===== src/rtl/mul16_seq_if.sv =====
// Start/done handshake and operand/result bus of the sequential 16-bit multiplier.
interface mul16_seq_if;
    logic        start;
    logic [15:0] a;
    logic [15:0] b;
    logic        busy;
    logic        done;
    logic [15:0] product;

    modport master (output start, a, b, input busy, done, product);
    modport slave  (input start, a, b, output busy, done, product);
endinterface


===== src/rtl/mul16_seq.sv =====
// Sequential 16-bit shift-and-add multiplier: one time-shared add16, IDLE/RUN/DONE FSM.
// Returns the low 16 bits of a*b (same bits for signed and unsigned operands).
module add16 (
    input  logic [15:0] x,
    input  logic [15:0] y,
    output logic [15:0] sum
);
    assign sum = x + y;
endmodule

// state | meaning
// IDLE  | waiting for start; operands captured on the accepting edge
// RUN   | one shift-and-add step per clock
// DONE  | product valid, done pulses for one cycle, then back to IDLE
module mul16_seq #(
    parameter bit EARLY_DONE = 1'b0
) (
    input  logic        clk,
    input  logic        rst_n,
    mul16_seq_if.slave  bus
);
    typedef enum logic [1:0] {IDLE = 2'd0, RUN = 2'd1, DONE = 2'd2} state_t;

    state_t      state;
    state_t      state_nxt;
    logic [15:0] acc;
    logic [15:0] mcand;
    logic [15:0] mplier;
    logic [3:0]  cnt;
    logic [15:0] product;
    logic [15:0] sum;
    logic [15:0] acc_nxt;
    logic [15:0] mplier_nxt;
    logic        last_step;

    add16 u_add16 (.x(acc), .y(mcand), .sum(sum));

    assign acc_nxt    = mplier[0] ? sum : acc;
    assign mplier_nxt = {1'b0, mplier[15:1]};
    // Early exit once no multiplier bits remain; the step count still caps at 16.
    assign last_step  = (cnt == 4'd15) || (EARLY_DONE && (mplier_nxt == 16'd0));

    always_ff @(posedge clk or negedge rst_n) begin
        if (!rst_n) begin
            state <= IDLE;
        end else begin
            state <= state_nxt;
        end
    end

    always_comb begin
        state_nxt = state;
        case (state)
            IDLE:    if (bus.start) state_nxt = RUN;
            RUN:     if (last_step) state_nxt = DONE;
            DONE:    state_nxt = IDLE;
            default: state_nxt = IDLE;
        endcase
    end

    always_comb begin
        bus.busy    = (state != IDLE);
        bus.done    = (state == DONE);
        bus.product = product;
    end

    always_ff @(posedge clk or negedge rst_n) begin
        if (!rst_n) begin
            acc     <= 16'd0;
            mcand   <= 16'd0;
            mplier  <= 16'd0;
            cnt     <= 4'd0;
            product <= 16'd0;
        end else begin
            case (state)
                IDLE: begin
                    if (bus.start) begin
                        acc    <= 16'd0;
                        mcand  <= bus.a;
                        mplier <= bus.b;
                        cnt    <= 4'd0;
                    end
                end
                RUN: begin
                    acc    <= acc_nxt;
                    mcand  <= {mcand[14:0], 1'b0};
                    mplier <= mplier_nxt;
                    cnt    <= cnt + 4'd1;
                    if (last_step) begin
                        product <= acc_nxt;
                    end
                end
                default: begin
                end
            endcase
        end
    end
endmodule


===== src/flat_wrapper.sv =====
// flat-port wrapper written by rule: the top's interface ports become plain ports
module mul16_seq_flat 
#(
    parameter bit EARLY_DONE = 1'b0
)
  (clk, rst_n, bus_start, bus_a, bus_b, bus_busy, bus_done, bus_product);
  mul16_seq_if bus_i ();
  input  logic clk;
  input  logic rst_n;
  input wire logic [$bits(bus_i.start)-1:0] bus_start;
  input wire logic [$bits(bus_i.a)-1:0] bus_a;
  input wire logic [$bits(bus_i.b)-1:0] bus_b;
  output wire logic [$bits(bus_i.busy)-1:0] bus_busy;
  output wire logic [$bits(bus_i.done)-1:0] bus_done;
  output wire logic [$bits(bus_i.product)-1:0] bus_product;
  assign bus_i.start = bus_start;
  assign bus_i.a = bus_a;
  assign bus_i.b = bus_b;
  assign bus_busy = bus_i.busy;
  assign bus_done = bus_i.done;
  assign bus_product = bus_i.product;
  mul16_seq #(.EARLY_DONE(EARLY_DONE)) u_core (.clk(clk), .rst_n(rst_n), .bus(bus_i));
endmodule

===== config.mk =====
export PLATFORM = sky130hd
export DESIGN_NAME = mul16_seq_flat
export DESIGN_NICKNAME = d
export VERILOG_FILES = /design/src/rtl/mul16_seq_if.sv /design/src/rtl/mul16_seq.sv /design/src/flat_wrapper.sv
export SDC_FILE = /design/constraint.sdc
export NUM_CORES = 1
export LEC_CHECK = 0
export CAP_MARGIN = 0
export CORE_MARGIN = 1
export CORE_UTILIZATION = 55
export CTS_BUF_LIST = sky130_fd_sc_hd__clkbuf_8 sky130_fd_sc_hd__clkbuf_16
export DETAILED_ROUTE_END_ITERATION = 12
export PLACE_DENSITY = 0.8
export SETUP_SLACK_MARGIN = 0.3
export SYNTH_ARGS = -nofsm -noshare
export SYNTH_HDL_FRONTEND = slang
export SYNTH_HIERARCHICAL = 1
export SYNTH_SLANG_ARGS = --single-unit

===== constraint.sdc =====
create_clock -name clk -period 3.4 [get_ports clk]
set_clock_uncertainty 0.2 [all_clocks]
set_input_delay 1.02 -clock clk [delete_from_list [all_inputs] [get_ports clk]]
set_output_delay 1.02 -clock clk [all_outputs]
set_load 0.02 [all_outputs]

==> reports/results.md <==
| Group | Result | Reported |
| --- | --- | --- |
| synth | Post-synthesis cell count | 387 |
| sta | Post-route worst hold slack | 289 ps |
| drt | Number of vias in the routed layout | 3295 |
| synth | Number of distinct library cells after synthesis | 46 |
| layout | Most common cell after layout, fill and taps aside | dfrtp_1 |
| worst setup path | Worst R2R Path Depth | 9 |
| min path | Worst Hold Path Cells | 2 |
| clock tree | Longest Clk Path Bufs | 2 |
| global routing | Overall routing resource usage | 26.7% |
| floorplan | Ports placed on the boundary | 53 |
| sta | Aggregate negative setup slack | 0 ps |
| sta | Setup ws final | 451 ps |
| synth | EDFF count, synth | 0 |
| power and ir drop | Worst vdd ir | 0.482 mV |
| clock tree | TritonCTS Buffers | 9 |
| power and ir drop | Net switching share of the total power | 39.9% |
| synth | Mapped Area | 0.00400 mm^2 |
| placement | DP Worst Slack | 313 ps |
| synth | Synth warn | 6 |
| worst setup path | List of cells traversed by the critical path | ha_1 -> fa_1 -> a21o_2 -> a311oi_4 -> nor3b_1 -> a211oi_1 -> xnor2_1 -> mux2_2 -> mux2_2 |
| sta | Shortest clock period the worst path allows after layout | 2950 ps |
| worst setup path | Startpoint of the worst-slack reg-to-reg timing path | u_core/mcand[0] |
| min path | Endpoint of the worst hold-timing path | u_core/mplier[4] |
| worst setup path | Slowest cell delay on critical path | 410 ps |
| floorplan | Initial Util | 58.0% |
| worst setup path | Arr. time, crit path | 2990 ps |
| clock tree | Number of hold buffers added after cts | 0 |
| layout | Fin nets | 490 |
| power and ir drop | Static leakage | 2.13 nW |
| floorplan | # rows | 30 |
| global routing | Grt total ovfl | 0 |
| sta | Worst max-slew margin expressed relative to the limit | 42.8% |
| clock tree | CTS clock-pin slew for the worst setup and hold paths | 80 ps |
| floorplan | Die Span X | 87.3 um |
| worst setup path | Max FO, Critical Path | 4 |
| drt | DR pass1 iterations | 4 |
| floorplan | Area inside the core boundary | 0.00691 mm^2 |
| synth | Prevailing post-synth register cell | dfrtp_1 |
| worst setup path | Worst-path cell with the longest stage delay | dfrtp_1 |
| worst setup path | Endpoint kind of the worst setup timing path | flip-flop |
| synth | Number of nets produced by synthesis | 439 |
| global routing | Number of antenna violations at the first check in global routing | 0 |
| placement | Port Buffer Count | 52 |
| synth | Flip-flop and latch count after synthesis | 70 |
| drt | Per-cell via count in the routed design | 6.11 |
| synth | Sequential-to-total area share from yosys stat | 43.8% |
| worst setup path | Type of element launching the critical path | flip-flop |
| drt | Remaining antenna violation count | 0 |
| clock tree | Clock H-tree levels | 3 |
| clock tree | CTS tree | yes |
| global routing | Pin count of the biggest net entering global routing | 43 |
| min path | Hold Crit Start | u_core/mplier[4] |
| power and ir drop | Switching power | 1.66 mW |
| clock tree | Clk sink count | 70 |
| clock tree | Number of buffers inserted to repair setup after CTS | 0 |
| job | Number of maximum-capacitance constraint violations | 0 |
| drt | WL/cell | 17.3 um |
| global routing | Number of global-route vias before repair | 3175 |
| power and ir drop | Clock group share of total power | 16.3% |
| sta | Unrepaired setup endpoints after global routing | false |
| placement | Half-perimeter wire length after placement | 6280 um |
| drt | Remaining design rule violation count | 0 |
| power and ir drop | Power Total | 4.17 mW |
| layout | Area grow syn2layout | 20.7% |
| global routing | Wire length of the first global-routing pass | 15500 um |
| worst setup path | Start-to-end type of the worst setup path | flip-flop to flip-flop |
| worst setup path | Worst reg2reg path endpoint | u_core/bus.product[14] |
| sta | Final setup violation count | 0 |
| layout | Highest-count cells in the layout ignoring fill and taps | dfrtp_1 (70), clkdlybuf4s50_1 (51), a21oi_1 (45) |
| power and ir drop | Share of total power in combinational logic | 49.3% |
| clock tree | Post-CTS sizing | 0 |
| worst setup path | Required arrival time at the worst endpoint | 3440 ps |
| drt | Final wirelength | 9350 um |
| sta | Share of the clock period used by the worst path after layout | 86.7% |
| clock tree | Clk root buf | clkbuf_8 |
| layout | Fraction of layout instances using a drive strength above 1 | 15.3% |
| power and ir drop | Internal portion of total power | 2.50 mW |
| power and ir drop | Total power divided by cell area | 862 mW/mm^2 |
| sta | Final number of max-transition violations | 0 |
| drt | Detailed router's first-iteration violation count | 261 |
| power and ir drop | Proportion of power drawn by flip-flops and latches | 34.5% |
| run status | Run status | complete, no violations |
| clock tree | Clock insertion delay at the later pin of the skew report | 350 ps |
| layout | Final antenna diode count | 0 |
| sta | Least-Margin Pin Slew | 858 ps |
| placement | Routability congestion estimate from global placement | 0.860 |
| floorplan | Die Y | 87.3 um |
| worst setup path | Worst-case register-to-register setup slack | 450 ps |
| worst setup path | Most used cell, CP | mux2_2 |
| sta | Max Fclk | 0.339 GHz |
| synth | Async set-reset flop share out of synthesis | 100% |
| sta | Total count of hold-check failures in the final report | 0 |
| floorplan | Die area | 0.00762 mm^2 |
| synth | Mean cell area of the mapped netlist | 10.3 um^2 |
| min path | Hold/Removal Path Class | flip-flop to flip-flop |
## cells by family (layout without fill, tap and decap cells)
logic type | after synthesis | count (layout) | synth area share [%]
AOI/OAI and AO/OA | 152 | 152 | 24.4
and+or+nand+nor | 73 | 73 | 10.3
DFF | 70 | 70 | 43.8
muxes | 34 | 34 | 9.53
buffers and inverters | 26 | 82 | 3.22
adders and majority gates | 17 | 17 | 5.50
xor gates and xnor gates | 15 | 15 | 3.28
## synthesized netlist by cell type, drive strengths merged (2+ instances only)
library cell,instances,area (um^2)
a21o,3,23.8
a21oi,45,225
a22o,18,158
a22oi,29,218
a311oi,2,23.8
and2,2,15.0
and2b,9,67.6
buf,15,87.6
clkbuf,8,30.0
dfrtp,70,1750
ha,16,200
inv,3,11.3
mux2,33,372
nand2,18,67.6
nand3,7,35.0
nor2,4,22.5
nor2b,24,150
nor3,3,15.0
o211ai,3,22.5
o21ai,41,205
o21bai,4,37.5
or2,2,12.5
xnor2,10,87.6
xor2,5,43.8
## worst max-delay path: cells and delay by family, from the launching register on
kind	cells	cell delay [ps]
adder cells (fa/ha/maj)	2	650
multiplexers	2	540
AO/OA/AOI/OAI	3	810
XOR/XNOR	1	130
AND/OR/NAND/NOR	1	110
flip-flops	1	410
## registers in the layout, indices dropped and copies added (netlist names)
signal,cells
u_core/mplier,16
u_core/bus.product,16
u_core/mcand,16
u_core/state,2
u_core/cnt,4
u_core/acc,16
## cell type report
cell class | instances | area [um^2]
Multi-Input combinational cell | 291 | 2140
Fill cell | 553 | 2070
Sequential cell | 70 | 1750
Timing Repair Buffer | 63 | 611
Clock buffer | 11 | 151
Tap cell | 96 | 120
Clock inverter | 5 | 50.0
Inverter | 3 | 11.3
## worst max-delay path by stage
| stage | startpoint | end | slack (ps) | cells after the start |
|---|---|---|---|---|
| 2_1_floorplan | u_core/mcand[0] | u_core/bus.product[10] | 520 | 9 |
| 3_3_place_gp | u_core/mcand[0] | u_core/bus.product[10] | 330 | 9 |
| 3_5_place_dp | u_core/mcand[0] | u_core/bus.product[10] | 310 | 9 |
| 4_1_cts | u_core/mcand[0] | u_core/bus.product[10] | 300 | 9 |
| 5_1_grt | u_core/mcand[0] | u_core/bus.product[10] | 320 | 9 |
| 6_report | u_core/mcand[0] | u_core/bus.product[14] | 450 | 9 |
## stage by stage
stage	std cells	util, %	area (um^2)
3_5_place_dp	523	66.9	4620
6_report	539	70.0	4830
4_1_cts	539	69.8	4820
5_1_grt	539	70.0	4830
3_3_place_gp	523	66.9	4620
2_1_floorplan	387	-	4000
## layer usage
| metal | share of wire [%] | track usage, % | vias to the layer above | routed length, um |
|---|---|---|---|---|
| met2 | 47 | 42.2 | 106 | 4420 |
| met5 | 0 | 0 | - | 0 |
| li1 | - | - | 1539 | - |
| met4 | 2.4 | 12.4 | 0 | 228 |
| met3 | 5.1 | 4.27 | 19 | 473 |
| met1 | 45 | 36.0 | 1631 | 4230 |
## power by group through the flow
stage / Sequential, mW / Combinational (mW) / Clock, mW
after floorplan: 1.45 / 1.43 / 0
after global placement: 1.43 / 1.95 / 0
after detailed placement: 1.45 / 2.01 / 0
after CTS: 1.43 / 2.03 / 0.695
after global routing: 1.48 / 2.26 / 0.725
final: 1.44 / 2.05 / 0.679
Note: power is estimated with default switching activity, not from simulation.
